**src/rtl/npc_pkg.sv**
```systemverilog
// Shared types and constants for the fetch-stage next-PC unit.
// Used by npc_cond and npc_fetch; NPC_STATS_EN adds branch statistics counters to npc_fetch.
package npc_pkg;

    localparam int unsigned XLEN  = 32;
    localparam int unsigned IMM_W = 16;
    localparam int unsigned IDX_W = 26;
    localparam int unsigned OP_W  = 4;

    typedef logic [XLEN-1:0] pc_t;

    localparam pc_t PC_RESET_DEFAULT = 32'h0000_3000;

    typedef enum logic [OP_W-1:0] {
        NONE = 4'd0,
        BEQ  = 4'd1,
        BNE  = 4'd2,
        BGEZ = 4'd3,
        BGTZ = 4'd4,
        BLEZ = 4'd5,
        BLTZ = 4'd6,
        J    = 4'd7,
        JAL  = 4'd8,
        JR   = 4'd9,
        JALR = 4'd10
    } br_op_t;

    // ID-stage comparator flags as one bundle
    typedef struct packed {
        logic zero;
        logic isge;
        logic isgreat;
    } cmp_flags_t;

    function automatic logic is_cond_branch(input logic [OP_W-1:0] op);
        return (op >= OP_W'(BEQ)) && (op <= OP_W'(BLTZ));
    endfunction

endpackage

```
**src/rtl/npc_cond.sv**
```systemverilog
// Combinational branch/jump resolution: taken flag and control-transfer target.
module npc_cond
    import npc_pkg::*;
(
    input  logic [OP_W-1:0]  br_op,
    input  cmp_flags_t       flags,
    input  pc_t              pc_id,
    input  logic [IMM_W-1:0] imm16,
    input  logic [IDX_W-1:0] index26,
    input  pc_t              rs_val,
    output logic             taken,
    output pc_t              target
);

    pc_t pc_plus4;
    pc_t br_tgt;
    pc_t jmp_tgt;

    assign pc_plus4 = pc_id + 32'd4;
    assign br_tgt   = pc_plus4 + {{14{imm16[IMM_W-1]}}, imm16, 2'b00};
    assign jmp_tgt  = {pc_plus4[31:28], index26, 2'b00};

    // Undefined op codes fall through like NONE
    always_comb begin
        taken  = 1'b0;
        target = br_tgt;
        case (br_op)
            BEQ:       taken = flags.zero;
            BNE:       taken = !flags.zero;
            BGEZ:      taken = flags.isge;
            BGTZ:      taken = flags.isgreat;
            BLEZ:      taken = !flags.isgreat;
            BLTZ:      taken = !flags.isge;
            J, JAL: begin
                taken  = 1'b1;
                target = jmp_tgt;
            end
            JR, JALR: begin
                taken  = 1'b1;
                target = rs_val;
            end
            default:   taken = 1'b0;
        endcase
    end

endmodule

```
**src/rtl/npc_fetch.sv**
```systemverilog
// Fetch-stage PC register and IF/ID pipeline register with one delay slot.
// Optional NPC_STATS_EN adds conditional-branch and taken-branch counters.
module npc_fetch
    import npc_pkg::*;
#(
    parameter pc_t PC_RESET = PC_RESET_DEFAULT
) (
    input  logic             clk,
    input  logic             reset,
    input  logic             stall,
    input  logic [XLEN-1:0]  instr_if,
    input  logic [OP_W-1:0]  br_op,
    input  logic [IMM_W-1:0] imm16,
    input  logic [IDX_W-1:0] index26,
    input  logic [XLEN-1:0]  rs_val,
    input  logic             zero,
    input  logic             isge,
    input  logic             isgreat,
    output logic [XLEN-1:0]  pc_if,
    output logic [XLEN-1:0]  instr_id,
    output logic [XLEN-1:0]  pc_id,
    output logic [XLEN-1:0]  pc8_id,
    output logic             taken_id
`ifdef NPC_STATS_EN
    ,
    output logic [XLEN-1:0]  br_cnt,
    output logic [XLEN-1:0]  taken_cnt
`endif
);

    pc_t        pc_q, pc_d;
    pc_t        pc_id_q, pc_id_d;
    logic [XLEN-1:0] instr_q, instr_d;
    pc_t        target;
    cmp_flags_t flags;

    assign flags = '{zero: zero, isge: isge, isgreat: isgreat};

    npc_cond u_cond (
        .br_op   (br_op),
        .flags   (flags),
        .pc_id   (pc_id_q),
        .imm16   (imm16),
        .index26 (index26),
        .rs_val  (rs_val),
        .taken   (taken_id),
        .target  (target)
    );

    // Stall freezes fetch and IF/ID; the delay slot is never flushed
    always_comb begin
        pc_d    = pc_q;
        pc_id_d = pc_id_q;
        instr_d = instr_q;
        if (!stall) begin
            pc_d    = taken_id ? target : pc_q + 32'd4;
            pc_id_d = pc_q;
            instr_d = instr_if;
        end
    end

    always_ff @(posedge clk) begin
        if (reset) begin
            pc_q    <= PC_RESET;
            pc_id_q <= PC_RESET;
            instr_q <= '0;
        end else begin
            pc_q    <= pc_d;
            pc_id_q <= pc_id_d;
            instr_q <= instr_d;
        end
    end

    assign pc_if    = pc_q;
    assign pc_id    = pc_id_q;
    assign instr_id = instr_q;
    assign pc8_id   = pc_id_q + 32'd8;

`ifdef NPC_STATS_EN
    logic [XLEN-1:0] br_cnt_q, br_cnt_d;
    logic [XLEN-1:0] taken_cnt_q, taken_cnt_d;

    // Only conditional branches on advancing edges are counted
    always_comb begin
        br_cnt_d    = br_cnt_q;
        taken_cnt_d = taken_cnt_q;
        if (!stall && is_cond_branch(br_op)) begin
            br_cnt_d = br_cnt_q + 32'd1;
            if (taken_id) begin
                taken_cnt_d = taken_cnt_q + 32'd1;
            end
        end
    end

    always_ff @(posedge clk) begin
        if (reset) begin
            br_cnt_q    <= '0;
            taken_cnt_q <= '0;
        end else begin
            br_cnt_q    <= br_cnt_d;
            taken_cnt_q <= taken_cnt_d;
        end
    end

    assign br_cnt    = br_cnt_q;
    assign taken_cnt = taken_cnt_q;
`endif

endmodule

```
**config.mk**
```make
export PLATFORM = sky130hd
export DESIGN_NAME = npc_fetch
export DESIGN_NICKNAME = d
export VERILOG_FILES = /design/src/rtl/npc_pkg.sv /design/src/rtl/npc_cond.sv /design/src/rtl/npc_fetch.sv
export SDC_FILE = /design/constraint.sdc
export NUM_CORES = 1
export LEC_CHECK = 0
export CELL_PAD_IN_SITES_DETAIL_PLACEMENT = 1
export CELL_PAD_IN_SITES_GLOBAL_PLACEMENT = 1
export CORE_MARGIN = 1
export CORE_UTILIZATION = 30
export CTS_BUF_LIST = sky130_fd_sc_hd__clkbuf_8
export DETAILED_ROUTE_END_ITERATION = 6
export PLACE_DENSITY = 0.81
export REMOVE_ABC_BUFFERS = 1
export SETUP_SLACK_MARGIN = 0.3
export SLEW_MARGIN = 20
export SYNTH_ARGS = -nofsm -noshare
export SYNTH_HDL_FRONTEND = slang
export SYNTH_SLANG_ARGS = --single-unit
```
**constraint.sdc**
```tcl
create_clock -name clk -period 3.5 [get_ports clk]
set_input_delay 1.05 -clock clk [delete_from_list [all_inputs] [get_ports clk]]
set_output_delay 1.05 -clock clk [all_outputs]
set_load 0.01 [all_outputs]
```
==> flow_summary_export.csv <==
group,metric,value,unit
status,status,"finished with violations",
status,violations,"negative setup slack",
sta,setup_viol,23,
power_and_ir_drop,switchingPower,1420,uW
placement,dpl.cell_count,1633,
sta,fin_skew,0.0206,ns
sta,max_slew.worst_pin.slew,0.751,ns
sta,fmax,0.258,GHz
grt,grt_pass1_vias,10200,
finish,fin_nets,1537,
drt,dr_total_vias,10400,
drt,post_drt_wl_per_cell,26.6,um
cts,hold_buffers,0,
sta,period_needed,3.88,ns
sta,finalHoldViolCount,0,
power_and_ir_drop,seqPwrFrac,34.2,%
placement,place_congestion,0.948,
drt,drc_errors,0,
sta,setup_tns,-4.74,ns
power_and_ir_drop,switching_share,37.6,%
logic_synthesis,ys_types,82,
power_and_ir_drop,power,3760,uW
grt,grt_start_max_net_pins,43,
power_and_ir_drop,combPwrFrac,41.9,%
grt,overflow,0,
flow_run,drv_cap,0,
logic_synthesis,synthFlopType,"dfxtp_1",
setup_path,start_kind,"flop",
floorplan,die_w,160,um
drt,wirelength,45600,um
power_and_ir_drop,intPower,2350,uW
power_and_ir_drop,power.density,284,nW/um2
cts,clk_latency,0.40,ns
finish,finalNonFillerCells,1714,
floorplan,dieHeight,160,um
finish,final_cell_mix,"clkdlybuf4s50_1 (208), buf_4 (195), nor2_1 (113)",
grt,grt_antenna_before_repair,1,
sta,finalCritPeriodShare,111,%
logic_synthesis,synth_edf_count,0,
sta,drv_slew,0,
floorplan,dieArea,25700,um2
worst_hold_path,hp-class,"flop to flop",
logic_synthesis,syn_area_per_cell,7.88,um2
cts,path_clk_slew,0.11,ns
setup_path,critical_path.cell_chain,"buf_6 -> ha_4 -> nand3_4 -> buf_6 -> or2_4 -> nor2_4 -> xor2_1 -> ha_1 -> nand4_1 -> nor2_1 -> buf_4 -> a221o_2 -> o211ai_1 -> nand2_1 -> a31oi_2 -> mux2i_1 -> nand2_1",
finish,final_layout_size_suffix_gt1_share,33.5,%
setup_path,path_class,"flop to flop",
floorplan,rows,57,
logic_synthesis,yosysSeqAreaShare,25.6,%
setup_path,worstSetupStartpoint,"pc_id[3]",
setup_path,cp.required,3.79,ns
drt,dr.pass1.iters,7,
setup_path,r2r_start,"pc_id[3]",
power_and_ir_drop,pwr-share-clk,23.9,%
setup_path,crit_cells,17,
cts,cts_root_buf,"clkbuf_8",
setup_path,endpoint,"pc_if[26]",
setup_path,critPathMaxStageDelay,0.40,ns
floorplan,io_pins,245,
logic_synthesis,ys_warn_count,0,
cts,htree_num_levels,3,
setup_path,end_kind,"flop",
sta,rsz0062_at_grt,"true",
setup_path,r2r-end,"pc_if[26]",
drt,antenna_left,0,
drt,drtIter0Drc,888,
power_and_ir_drop,p_leak,0.00570,uW
logic_synthesis,async_flop_share,0,%
sta,layout_setup_ws,-0.379,ns
floorplan,start_util,30.7,%
cts,numCtsBuffers,9,
logic_synthesis,synth_area_leader_cell,"dfxtp_1",
setup_path,reg2reg_depth,17,
setup_path,rrSetupSlack,-0.38,ns
setup_path,crit_buf_inv,3,
cts,cts_tree,"yes",
logic_synthesis,ys_top_cells_by_area,"dfxtp_1 (26%), mux2i_1 (8.7%), nor2_1 (6.2%)",
grt,track_usage,29.6,%
power_and_ir_drop,ir_drop,0.000173,V
logic_synthesis,netlist_instances,953,
logic_synthesis,ys_ff_latch,96,
setup_path,cp_max_fo,3,
grt,grt_pass1_wl,59300,um
finish,final_common_cell,"clkdlybuf4s50_1",
logic_synthesis,netlist.area_leader.share,25.6,%
sta,relSlewSlack,49.9,%
setup_path,worst_path_max_delay_cell,"dfxtp_4",
placement,hpwl,27800,um
drt,vias_per_cell,6.07,
cts,cts_buffer_depth,2,
setup_path,crit_arrival,4.17,ns
placement,io_buffers,244,
logic_synthesis,synth_area,7510,um2
finish,syn_to_final_growth,76.4,%
finish,finish.utilization,54.2,%
setup_path,critPathTopFamily,"simple AND/OR/NAND/NOR gates",
cts,cts.sinks,96,
floorplan,fp.coreArea,24500,um2
-- worst min path at each step --
stage / from / end / slack, ns / cells after the start
global placement: instr_id[26] / instr_id[26] / 0.47 / 2
finish: instr_id[18] / instr_id[18] / 0.51 / 2
global route: pc_if[1] / pc_if[1] / 0.54 / 2
detailed placement: instr_id[10] / instr_id[10] / 0.49 / 2
floorplan: pc_id[31] / pc_id[31] / 0.53 / 2
CTS: instr_id[10] / instr_id[10] / 0.52 / 2
-- per-layer routing --
layer  track usage, %  routed length, um  vias to the layer above
met3             4.94               4230                      245
met5                0                  0                        -
met4             17.8               3180                        0
met1             34.8              16500                     5075
met2             50.4              21700                      736
li1                 -                  -                     4340
-- metrics by stage --
| stage | hold slack, ns | setup WS (ns) | cell area, um2 |
|---|---|---|---|
| global placement | 0.473 | -0.360 | 11400 |
| floorplan | 0.526 | -0.369 | 7180 |
| global route | 0.543 | -0.500 | 13200 |
| finish | 0.510 | -0.379 | 13200 |
| detailed placement | 0.489 | -0.445 | 11400 |
| CTS | 0.515 | -0.0859 | 12300 |
-- sequential cells by signal, summed over array words and instances (netlist names) --
signal	count
pc_id	32
pc_if	32
instr_id	32
-- logic make-up (layout without fill, tap and decap cells) --
kind of cell               after synthesis  count (layout)  synth area share, %
xor gates and xnor gates                75              75                 8.75
other                                    0               1                    0
adders and majority gates               37              37                 6.27
muxes                                   65              65                 8.67
buffers and inverters                   89             525                 5.50
and+or+nand+nor                        347             347                 22.7
AOI/OAI and AO/OA                      244             244                 22.6
DFF                                     96              96                 25.6
-- power by group through the flow --
stage | Combinational [uW] | Sequential, uW | Clock (uW)
after floorplan | 481 | 1310 | 0
after global placement | 1240 | 1290 | 0
after detailed placement | 1280 | 1300 | 0
after CTS | 1360 | 1280 | 910
after global routing | 1640 | 1290 | 952
final | 1580 | 1290 | 901
-- cell type report --
type | instances | area [um2]
Fill cell | 2797 | 11200
Multi-Input combinational cell | 768 | 6180
Timing Repair Buffer | 487 | 4390
Sequential cell | 96 | 1950
Tap cell | 324 | 405
Clock buffer | 9 | 124
Clock inverter | 7 | 106
Inverter | 22 | 85.1
Antenna cell | 1 | 2.50
-- worst min-delay path: cells and delay by family, from the launching register on --
kind / cells / cell delay, ns
flops: 1 / 0.34
simple gates: 1 / 0.07
mux: 1 / 0.07
-- synth_stat cells, drive strengths merged, types with 3 or more instances --
master	instances
nand2b	5
nand2	72
a21o	16
ha	36
nor4	5
nor2	125
a311o	3
a41oi	3
o221ai	7
o211ai	6
o21ai	38
a222oi	6
a221o	7
a31oi	12
or3	7
nand3	45
and2	13
a221oi	21
o21bai	4
buf	17
or2	3
xnor2	46
a21boi	3
nand4	22
mux2i	65
a2111oi	4
a211o	3
nor3	19
and3	9
a21oi	73
o21a	8
nor2b	7
inv	22
nor3b	5
o22ai	3
o31ai	4
a211oi	4
clkbuf	50
xor2	29
and4	6
dfxtp	96
-- what timing repair did --
action                     in CTS  in global routing
setup endpoints to repair      50                 45
pin swaps                      76                 87
resized for setup             227                139
buffers inserted               28                 36
(Power assumes the default switching activity.)
